`src/rtl/lex_pkg.sv`:
```
// rtl/lex_pkg.sv - token kinds, error codes and character constants shared by the lexer front end
package lex_pkg;

  typedef enum logic [2:0] {
    TOK_CHAR    = 3'd0,
    TOK_NEWLINE = 3'd1,
    TOK_INDENT  = 3'd2,
    TOK_DEDENT  = 3'd3,
    TOK_EOF     = 3'd4,
    TOK_ERROR   = 3'd5
  } tok_kind_e;

  typedef enum logic [1:0] {
    ERR_NONE  = 2'd0,
    ERR_ALIGN = 2'd1,
    ERR_DEPTH = 2'd2
  } err_code_e;

  localparam logic [7:0] ASCII_SPACE = 8'h20;
  localparam logic [7:0] ASCII_NL    = 8'h0a;

  localparam int DEFAULT_INDENT_WIDTH = 4;

endpackage

```
`src/rtl/tok_out_slice.sv`:
```
// rtl/tok_out_slice.sv - single-entry valid/ready register holding one output token
module tok_out_slice
  import lex_pkg::*;
(
  input  logic       clk,
  input  logic       rst_n,
  input  logic       push,
  input  tok_kind_e  push_kind,
  input  logic [7:0] push_char,
  output logic       free,
  output logic       out_valid,
  input  logic       out_ready,
  output tok_kind_e  out_kind,
  output logic [7:0] out_char
);

  assign free = !out_valid || out_ready;

  // A push is only honoured when the slot is free, so a stalled token never changes.
  always_ff @(posedge clk or negedge rst_n) begin
    if (!rst_n) begin
      out_valid <= 1'b0;
      out_kind  <= TOK_CHAR;
      out_char  <= 8'h00;
    end else if (push && free) begin
      out_valid <= 1'b1;
      out_kind  <= push_kind;
      out_char  <= (push_kind == TOK_CHAR) ? push_char : 8'h00;
    end else if (out_ready) begin
      out_valid <= 1'b0;
    end
  end

endmodule

```
`src/rtl/indent_token_sequencer.sv`:
```
// rtl/indent_token_sequencer.sv - line-structure front end: indentation tracking and
// INDENT/DEDENT/NEWLINE/EOF/ERROR insertion ahead of the scanner
module indent_token_sequencer
  import lex_pkg::*;
#(
  parameter int INDENT_WIDTH = DEFAULT_INDENT_WIDTH,
  parameter int MAX_LEVEL    = 15,
  parameter int LEVEL_W      = 4
) (
  input  logic               clk,
  input  logic               rst_n,
  input  logic               start,
  input  logic               in_valid,
  output logic               in_ready,
  input  logic [7:0]         in_char,
  input  logic               in_last,
  output logic               out_valid,
  input  logic               out_ready,
  output tok_kind_e          out_kind,
  output logic [7:0]         out_char,
  output logic [LEVEL_W-1:0] level,
  output err_code_e          err_code,
  output logic               busy
);

  localparam int SAT_I = INDENT_WIDTH * (MAX_LEVEL + 1);
  localparam int SPC_W = $clog2(SAT_I) + 1;
  localparam logic [SPC_W-1:0] SPC_SAT  = SPC_W'(SAT_I);
  localparam logic [SPC_W-1:0] SPC_IW   = SPC_W'(INDENT_WIDTH);
  localparam logic [SPC_W-1:0] SPC_MAXL = SPC_W'(MAX_LEVEL);

  typedef enum logic [3:0] {
    S_IDLE, S_LINE_START, S_FLUSH_IND, S_EMIT_HELD, S_BODY,
    S_EMIT_NL, S_EMIT_EOF, S_ERR, S_DONE
  } state_e;

  state_e             state_q, state_d;
  logic [SPC_W-1:0]   spc_q, spc_d;
  logic [LEVEL_W-1:0] tgt_q, tgt_d, level_d;
  logic [7:0]         hold_q, hold_d;
  logic               hold_last_q, hold_last_d;
  err_code_e          err_d;

  logic               push, free, accept;
  tok_kind_e          push_kind;
  logic [7:0]         push_char;
  logic [SPC_W-1:0]   spc_lvl, spc_rem;

  assign spc_lvl  = spc_q / SPC_IW;
  assign spc_rem  = spc_q % SPC_IW;
  assign in_ready = (state_q == S_LINE_START || state_q == S_BODY) && free;
  assign accept   = in_valid && in_ready;
  // busy covers the final EOF/ERROR until downstream has taken it
  assign busy     = !(state_q == S_IDLE || state_q == S_DONE || state_q == S_ERR) || out_valid;

  always_comb begin
    state_d     = state_q;
    spc_d       = spc_q;
    tgt_d       = tgt_q;
    level_d     = level;
    hold_d      = hold_q;
    hold_last_d = hold_last_q;
    err_d       = err_code;
    push        = 1'b0;
    push_kind   = TOK_CHAR;
    push_char   = 8'h00;

    case (state_q)
      S_IDLE, S_DONE, S_ERR: begin
        if (start) begin
          state_d = S_LINE_START;
          spc_d   = '0;
          level_d = '0;
          err_d   = ERR_NONE;
        end
      end
      S_LINE_START: begin
        if (accept) begin
          if (in_char == ASCII_SPACE) begin
            if (spc_q != SPC_SAT) spc_d = spc_q + 1'b1;
            if (in_last) state_d = S_EMIT_EOF;
          end else if (in_char == ASCII_NL) begin
            spc_d = '0;
            if (in_last) state_d = S_EMIT_EOF;
          end else begin
            hold_d      = in_char;
            hold_last_d = in_last;
            spc_d       = '0;
            if (spc_rem != '0) begin
              err_d     = ERR_ALIGN;
              push      = 1'b1;
              push_kind = TOK_ERROR;
              state_d   = S_ERR;
            end else if (spc_lvl > SPC_MAXL) begin
              err_d     = ERR_DEPTH;
              push      = 1'b1;
              push_kind = TOK_ERROR;
              state_d   = S_ERR;
            end else begin
              tgt_d   = LEVEL_W'(spc_lvl);
              state_d = S_FLUSH_IND;
            end
          end
        end
      end
      S_FLUSH_IND: begin
        if (level == tgt_q) begin
          state_d = S_EMIT_HELD;
        end else if (free) begin
          push = 1'b1;
          if (level < tgt_q) begin
            push_kind = TOK_INDENT;
            level_d   = level + 1'b1;
          end else begin
            push_kind = TOK_DEDENT;
            level_d   = level - 1'b1;
          end
        end
      end
      S_EMIT_HELD: begin
        if (free) begin
          push      = 1'b1;
          push_char = hold_q;
          state_d   = hold_last_q ? S_EMIT_NL : S_BODY;
        end
      end
      S_BODY: begin
        if (accept) begin
          push = 1'b1;
          if (in_char == ASCII_NL) begin
            push_kind = TOK_NEWLINE;
            state_d   = in_last ? S_EMIT_EOF : S_LINE_START;
          end else begin
            push_char = in_char;
            if (in_last) state_d = S_EMIT_NL;
          end
        end
      end
      S_EMIT_NL: begin
        if (free) begin
          push      = 1'b1;
          push_kind = TOK_NEWLINE;
          state_d   = S_EMIT_EOF;
        end
      end
      S_EMIT_EOF: begin
        if (free) begin
          push      = 1'b1;
          push_kind = TOK_EOF;
          state_d   = S_DONE;
        end
      end
      default: state_d = S_IDLE;
    endcase
  end

  always_ff @(posedge clk or negedge rst_n) begin
    if (!rst_n) begin
      state_q     <= S_IDLE;
      spc_q       <= '0;
      tgt_q       <= '0;
      level       <= '0;
      hold_q      <= 8'h00;
      hold_last_q <= 1'b0;
      err_code    <= ERR_NONE;
    end else begin
      state_q     <= state_d;
      spc_q       <= spc_d;
      tgt_q       <= tgt_d;
      level       <= level_d;
      hold_q      <= hold_d;
      hold_last_q <= hold_last_d;
      err_code    <= err_d;
    end
  end

  tok_out_slice u_out (
    .clk       (clk),
    .rst_n     (rst_n),
    .push      (push),
    .push_kind (push_kind),
    .push_char (push_char),
    .free      (free),
    .out_valid (out_valid),
    .out_ready (out_ready),
    .out_kind  (out_kind),
    .out_char  (out_char)
  );

endmodule

```
`config.mk`:
```
export PLATFORM = sky130hd
export DESIGN_NAME = indent_token_sequencer
export DESIGN_NICKNAME = d
export VERILOG_FILES = /design/src/rtl/lex_pkg.sv /design/src/rtl/tok_out_slice.sv /design/src/rtl/indent_token_sequencer.sv
export SDC_FILE = /design/constraint.sdc
export NUM_CORES = 1
export LEC_CHECK = 0
export CAP_MARGIN = 30
export CORE_MARGIN = 2
export CORE_UTILIZATION = 59
export DETAILED_ROUTE_END_ITERATION = 6
export PLACE_DENSITY = 0.85
export SLEW_MARGIN = 5
export SYNTH_ARGS = -nofsm -noshare
export SYNTH_HDL_FRONTEND = slang
export SYNTH_HIERARCHICAL = 1
export SYNTH_SLANG_ARGS = --single-unit
export TNS_END_PERCENT = 10
```
`constraint.sdc`:
```
create_clock -name clk -period 4.5 [get_ports clk]
set_input_delay 0.675 -clock clk [delete_from_list [all_inputs] [get_ports clk]]
set_output_delay 0.675 -clock clk [all_outputs]
set_load 0.005 [all_outputs]
```
== Word level (Yosys, flattened, before mapping) ==
Cells that the tools add are included.
W data, S select, Z words.
Word-level totals
  logic and storage cells: 132
  input bits: 14
  register bits: 42
  output and inout port bits: 20
Cells by class
  muxes and demuxes: 63
  equal/unequal tests: 26
  reduce and logical (&&, ||, !) cells: 24
  order comparisons: 2
  bitwise gates (word level): 4
  $add $sub $neg: 3
Operators by type and width (number)
  $mux W4: 16
  $mux W8: 4
  $mux W7: 4
  $pmux W4 S7: 1
  $mux W3: 9
  $ne A2 B2 Y1 const B: 11
  $eq A4 B3 Y1 const B: 4
  $mux W2: 8
  $pmux W8 S2: 1
  $mux W1: 15
  $pmux W3 S5: 1
  $pmux W7 S2: 1
  $reduce_and A4 Y1: 3
  $reduce_and A6 Y1: 2
  $eq A4 B2 Y1 const B: 2
  $eq A8 B4 Y1 const B: 1
  $eq A8 B6 Y1 const B: 1
  $pmux W4 S2: 1
  $reduce_and A8 Y1: 1
  $add A7 B1 Y7 const B: 1
  $ne A7 B7 Y1 const B: 1
  $reduce_bool A7 Y1: 1
  $ne A3 B2 Y1 const B: 2
  $reduce_bool A2 Y1: 3
  other kinds (17): 28

== Depth between registers and ports, before layout ==
  depth in word-level cells: 9
  mapped depth: 12
  depth with buffers taken out: 11

== Hierarchy ==
The synthesis kept the hierarchy.
Modules (own cells, without submodules)
  indent_token_sequencer: instances 1, seq. area each 750.7 µm², area an instance 2018.2 µm², cells each 242
  tok_out_slice: instances 1, seq. area each 300.3 µm², area an instance 578.1 µm², cells each 39

== Worst setup path before layout ==
Ideal clock, no wire load.
  kind: input-to-reg
  from: input in_char[2]
  to: register u_out.out_kind[0]
  required time: 4375 ps
  stages: 10
  arrival: 2686 ps
  path buffers: 3
  library setup time: 125 ps
  setup slack: 1689 ps
  cell sequence: or4_1 > a211o_1 > and2_1 > clkbuf_1 > nand2_1 > nand3_1 > buf_6 > nand2_4 > buf_6 > mux2_4
On the way
  word-level cells in the longest chain between the ends: 6
  elaborated cells on any way between the ends: 13
  those cells by class: 2 x eq/ne; 10 x mux; 1 x reduce/logical
RTL lines
  start, declared: line indent_token_sequencer.sv:15  | input logic [7:0] in_char,
  $eq A8 B4 Y1: line indent_token_sequencer.sv:82  | end else if (in_char == ASCII_NL) begin
  $mux W1: line indent_token_sequencer.sv:82
  $mux W1 *: line indent_token_sequencer.sv:79  | if (in_char == ASCII_SPACE) begin
  $mux W1 *: line indent_token_sequencer.sv:78  | if (accept) begin
  $pmux W1 S4 *: line indent_token_sequencer.sv:68  | case (state_q)
  named net push: line indent_token_sequencer.sv:44  | logic push, free, accept;
  $logic_and A1 B1 Y1 *: line tok_out_slice.sv:25  | end else if (push && free) begin
  end signal, assigned: line tok_out_slice.sv:27  | out_kind <= push_kind;
  end, declared: line tok_out_slice.sv:13  | output tok_kind_e out_kind,
The timed path passes the listed nets; every way through them passes the cells marked *.
A chain may end at the register's enable or synchronous reset.

== Worst setup path after layout ==
  from: input in_char[5]
  to: register u_out.out_kind[2]
Same word-level chain as after synthesis.

==> summary.txt <==
Detailed routing
  • DR WL met2: between 2000 and 3000 µm
  • Routed length on met1: about 2500 µm
  • DRT antenna net count: 0
  • Vias per cell: 6.06
  • Drt pass-1 iters: 5
  • Top Metal Used: met4
  • Met3 wire length: ~300 µm
  • Wirelength per Cell: 15.6 µm
  • Post-route DRC: 0
  • Starting DRT DRC Count: around 270
  • WL final: ~5600 µm
  • Via count: around 2200

STA
  • Worst relative slew slack: 0.420
  • Max Fclk: ~300 MHz
  • Tcrit/Tclk final: 0.734
  • Worst-margin pin slew: slightly below 0.9 ns
  • Final hold vios: 0
  • Setup_tns: 0 ns
  • RSZ-0062 raised after global routing: false
  • Setup Skew: between 0.008 and 0.009 ns
  • Min Clock Period, post-route: about 3.3 ns
  • Final setup violation count: 0
  • Fin. max-slew vios: 0
  • Worst hold slack: 0.295 ns

Finish
  • Layout Area Growth over Synthesis: 15.6%
  • Layout cells sized above 1: 0.110
  • Multi-input gate area: ~1400 µm²
  • Final core occ: 0.699
  • Diode count: 0
  • Final instance area: ~3000 µm²
  • Filler cell count: approximately 340
  • FF/Latch Area: 1050 µm²
  • Nets: around 330

Floorplanning
  • Die Ht: 70.3 µm
  • Core area: ~4300 µm²
  • # IOs: 34
  • Die width: between 70 and 80 µm
  • Row cnt: 24
  • Die area: just under 5000 µm²
  • Initial core utilization: 0.605

Logic synthesis
  • Yosys warnings: 6
  • Synth async-reset ratio: 1.00
  • Sequential area share after synthesis: 0.405
  • Syn Inst Count: roughly 280
  • Synth top area share: 0.405
  • Post-Syn Area per Cell: 9.24 µm²
  • Distinct cell type count after synthesis: 57
  • FF+latch count, synth: 42
  • Post-synth EDFFs: 0
  • Cell area after synthesis: between 2000 and 3000 µm²
  • Area leader, netlist: dfrtp_1
  • Commonest register cell after synthesis: dfrtp_1
  • Most numerous cell in the Yosys netlist: nand2_1
  • Synth top cells by count: nand2_1, dfrtp_1, inv_1, nand3_1, o21ai_0
  • Syn Nets: 304
  • Main area contributors after synthesis: dfrtp_1, nand2_1, o2bb2ai_2

Pwr
  • Lkg Pwr: approximately 1.3 nW
  • Pwr/cell area: 507 nW/µm²
  • Pwr Total: approximately 1.5 mW
  • Peak VDD IR: approximately 0.38 mV

Clock tree
  • Clock Sinks: 42
  • Skew-Pair Late Insertion Delay: ~0.30 ns
  • Root buffer cell: clkbuf_8
  • H-tree depth: 2
  • Post-CTS Setup Inserts: 0
  • Clock-pin slew on the worst setup and hold paths: roughly 0.08 ns
  • # hold bufs at CTS: 0
  • CTS tree: yes
  • Num CTS Buffers: 5
  • CTS resizes: 0
  • Largest buffer count on any clock path: 2

Global route
  • Pin count of the biggest net entering global routing: 43
  • Grt total ovfl: 0
  • Vias in the first global route: 2076
  • Overall routing resource usage: 0.244
  • Initial antenna violation count: 0
  • First-pass GRT wire length: ~9600 µm

Place
  • HPWL after detailed placement: ~4100 µm
  • Placed Area: ~2900 µm²
  • Input/output buffers: 33
  • GP Congestion: a little over 0.9

Run
  • Max-cap violations: 0

Setup path
  • RR Startpoint: state_q[0]$_DFFE_PN0P_
  • CP endpoint kind: flop
  • Register-to-register setup slack: approximately 1.4 ns
  • Crit path launch type: input pin
  • R2R cell count: 7
  • Reg2Reg Capture Point: u_out/out_kind[1]$_DFFE_PN0P_
  • WS Path Type: input pin to flop
  • Worst EP required: 4.69 ns
  • Largest fanout on the critical path: 11
  • Worst EP arrival: 3.50 ns

Min path
  • Hold WC Path Type: input pin to asynchronous set/reset pin

Status
  • Status: finished, final reports clean
==> per-layer routing <==
layer	vias to the layer above	GRT usage
li1	1064	-
met1	1044	0.336
met2	66	0.389
met3	9	0.0476
met4	0	0.0769
met5	-	0
==> through the flow <==
step | instances | setup slack [ns]
after floorplan | 281 | 1.69
after global placement | 352 | 1.01
after detailed placement | 352 | 0.900
after CTS | 359 | 1.23
after global routing | 360 | 0.975
final | 360 | 1.20
==> worst max path at each step <==
stage / startpoint / endpoint
2_1_floorplan: in_char[2] / u_out/out_kind[0]$_DFFE_PN0P_
3_3_place_gp: in_char[5] / u_out/out_kind[2]$_DFFE_PN0P_
3_5_place_dp: in_char[5] / u_out/out_kind[2]$_DFFE_PN0P_
4_1_cts: in_char[5] / u_out/out_kind[2]$_DFFE_PN0P_
5_1_grt: in_char[5] / u_out/out_kind[2]$_DFFE_PN0P_
6_report: in_char[5] / u_out/out_kind[2]$_DFFE_PN0P_
==> sequential cells by signal (all words and copies together) (netlist names) <==
signal           flops
err_code             2
hold_last_q          1
hold_q               8
level                4
spc_q                7
state_q              4
tgt_q                4
u_out/out_char       8
u_out/out_kind       3
u_out/out_valid      1
==> report_power, final <==
part	internal, mW	switching, mW	total (mW)
clock	0.107	0.125	0.232
combinational	0.335	0.355	0.689
sequential	0.475	0.124	0.598
total	0.917	0.604	1.52
==> placed cells by master, fill, tap and decap left out, types with 3 or more instances in the layout <==
master / n
o21ai_0: 15
nor2_1: 13
o21ai_1: 3
nand3_1: 17
or3_1: 4
nand4_1: 3
a31oi_1: 3
mux2_2: 7
a22o_1: 8
o221ai_1: 3
clkdlybuf4s50_1: 32
nand2b_1: 3
o211ai_1: 3
nor2b_1: 3
o2bb2ai_2: 8
clkbuf_8: 5
nor3_1: 6
nand2_1: 46
ha_1: 8
dfrtp_1: 42
inv_1: 17
a21oi_1: 8
==> area by class of cell <==
type,count,area share
Clock buffer,7,0.0254
Sequential cell,42,0.350
Multi-Input combinational cell,207,0.464
Timing Repair Buffer,35,0.118
Tap cell,52,0.0217
Inverter,17,0.0213
==> worst max-delay path: stages <==
cell             delay [ns]
clkdlybuf4s50_1        0.53
or3b_2                 0.48
a211o_1                0.38
and2_1                 0.27
nand2_1                0.14
nand3_1                0.34
nand2_4                0.32
mux2_2                 0.36
==> cells by family (layout without fill, tap and decap cells) <==
family	Yosys count	count (layout)	synth area share
and+or+nand+nor	118	118	0.233
xor gates and xnor gates	2	2	0.00675
DFF	42	42	0.405
muxes	9	9	0.0419
adders and majority gates	9	9	0.0463
buffers and inverters	32	59	0.0593
AOI/OAI and AO/OA	69	69	0.208
Power figures use the tool's default switching activity.
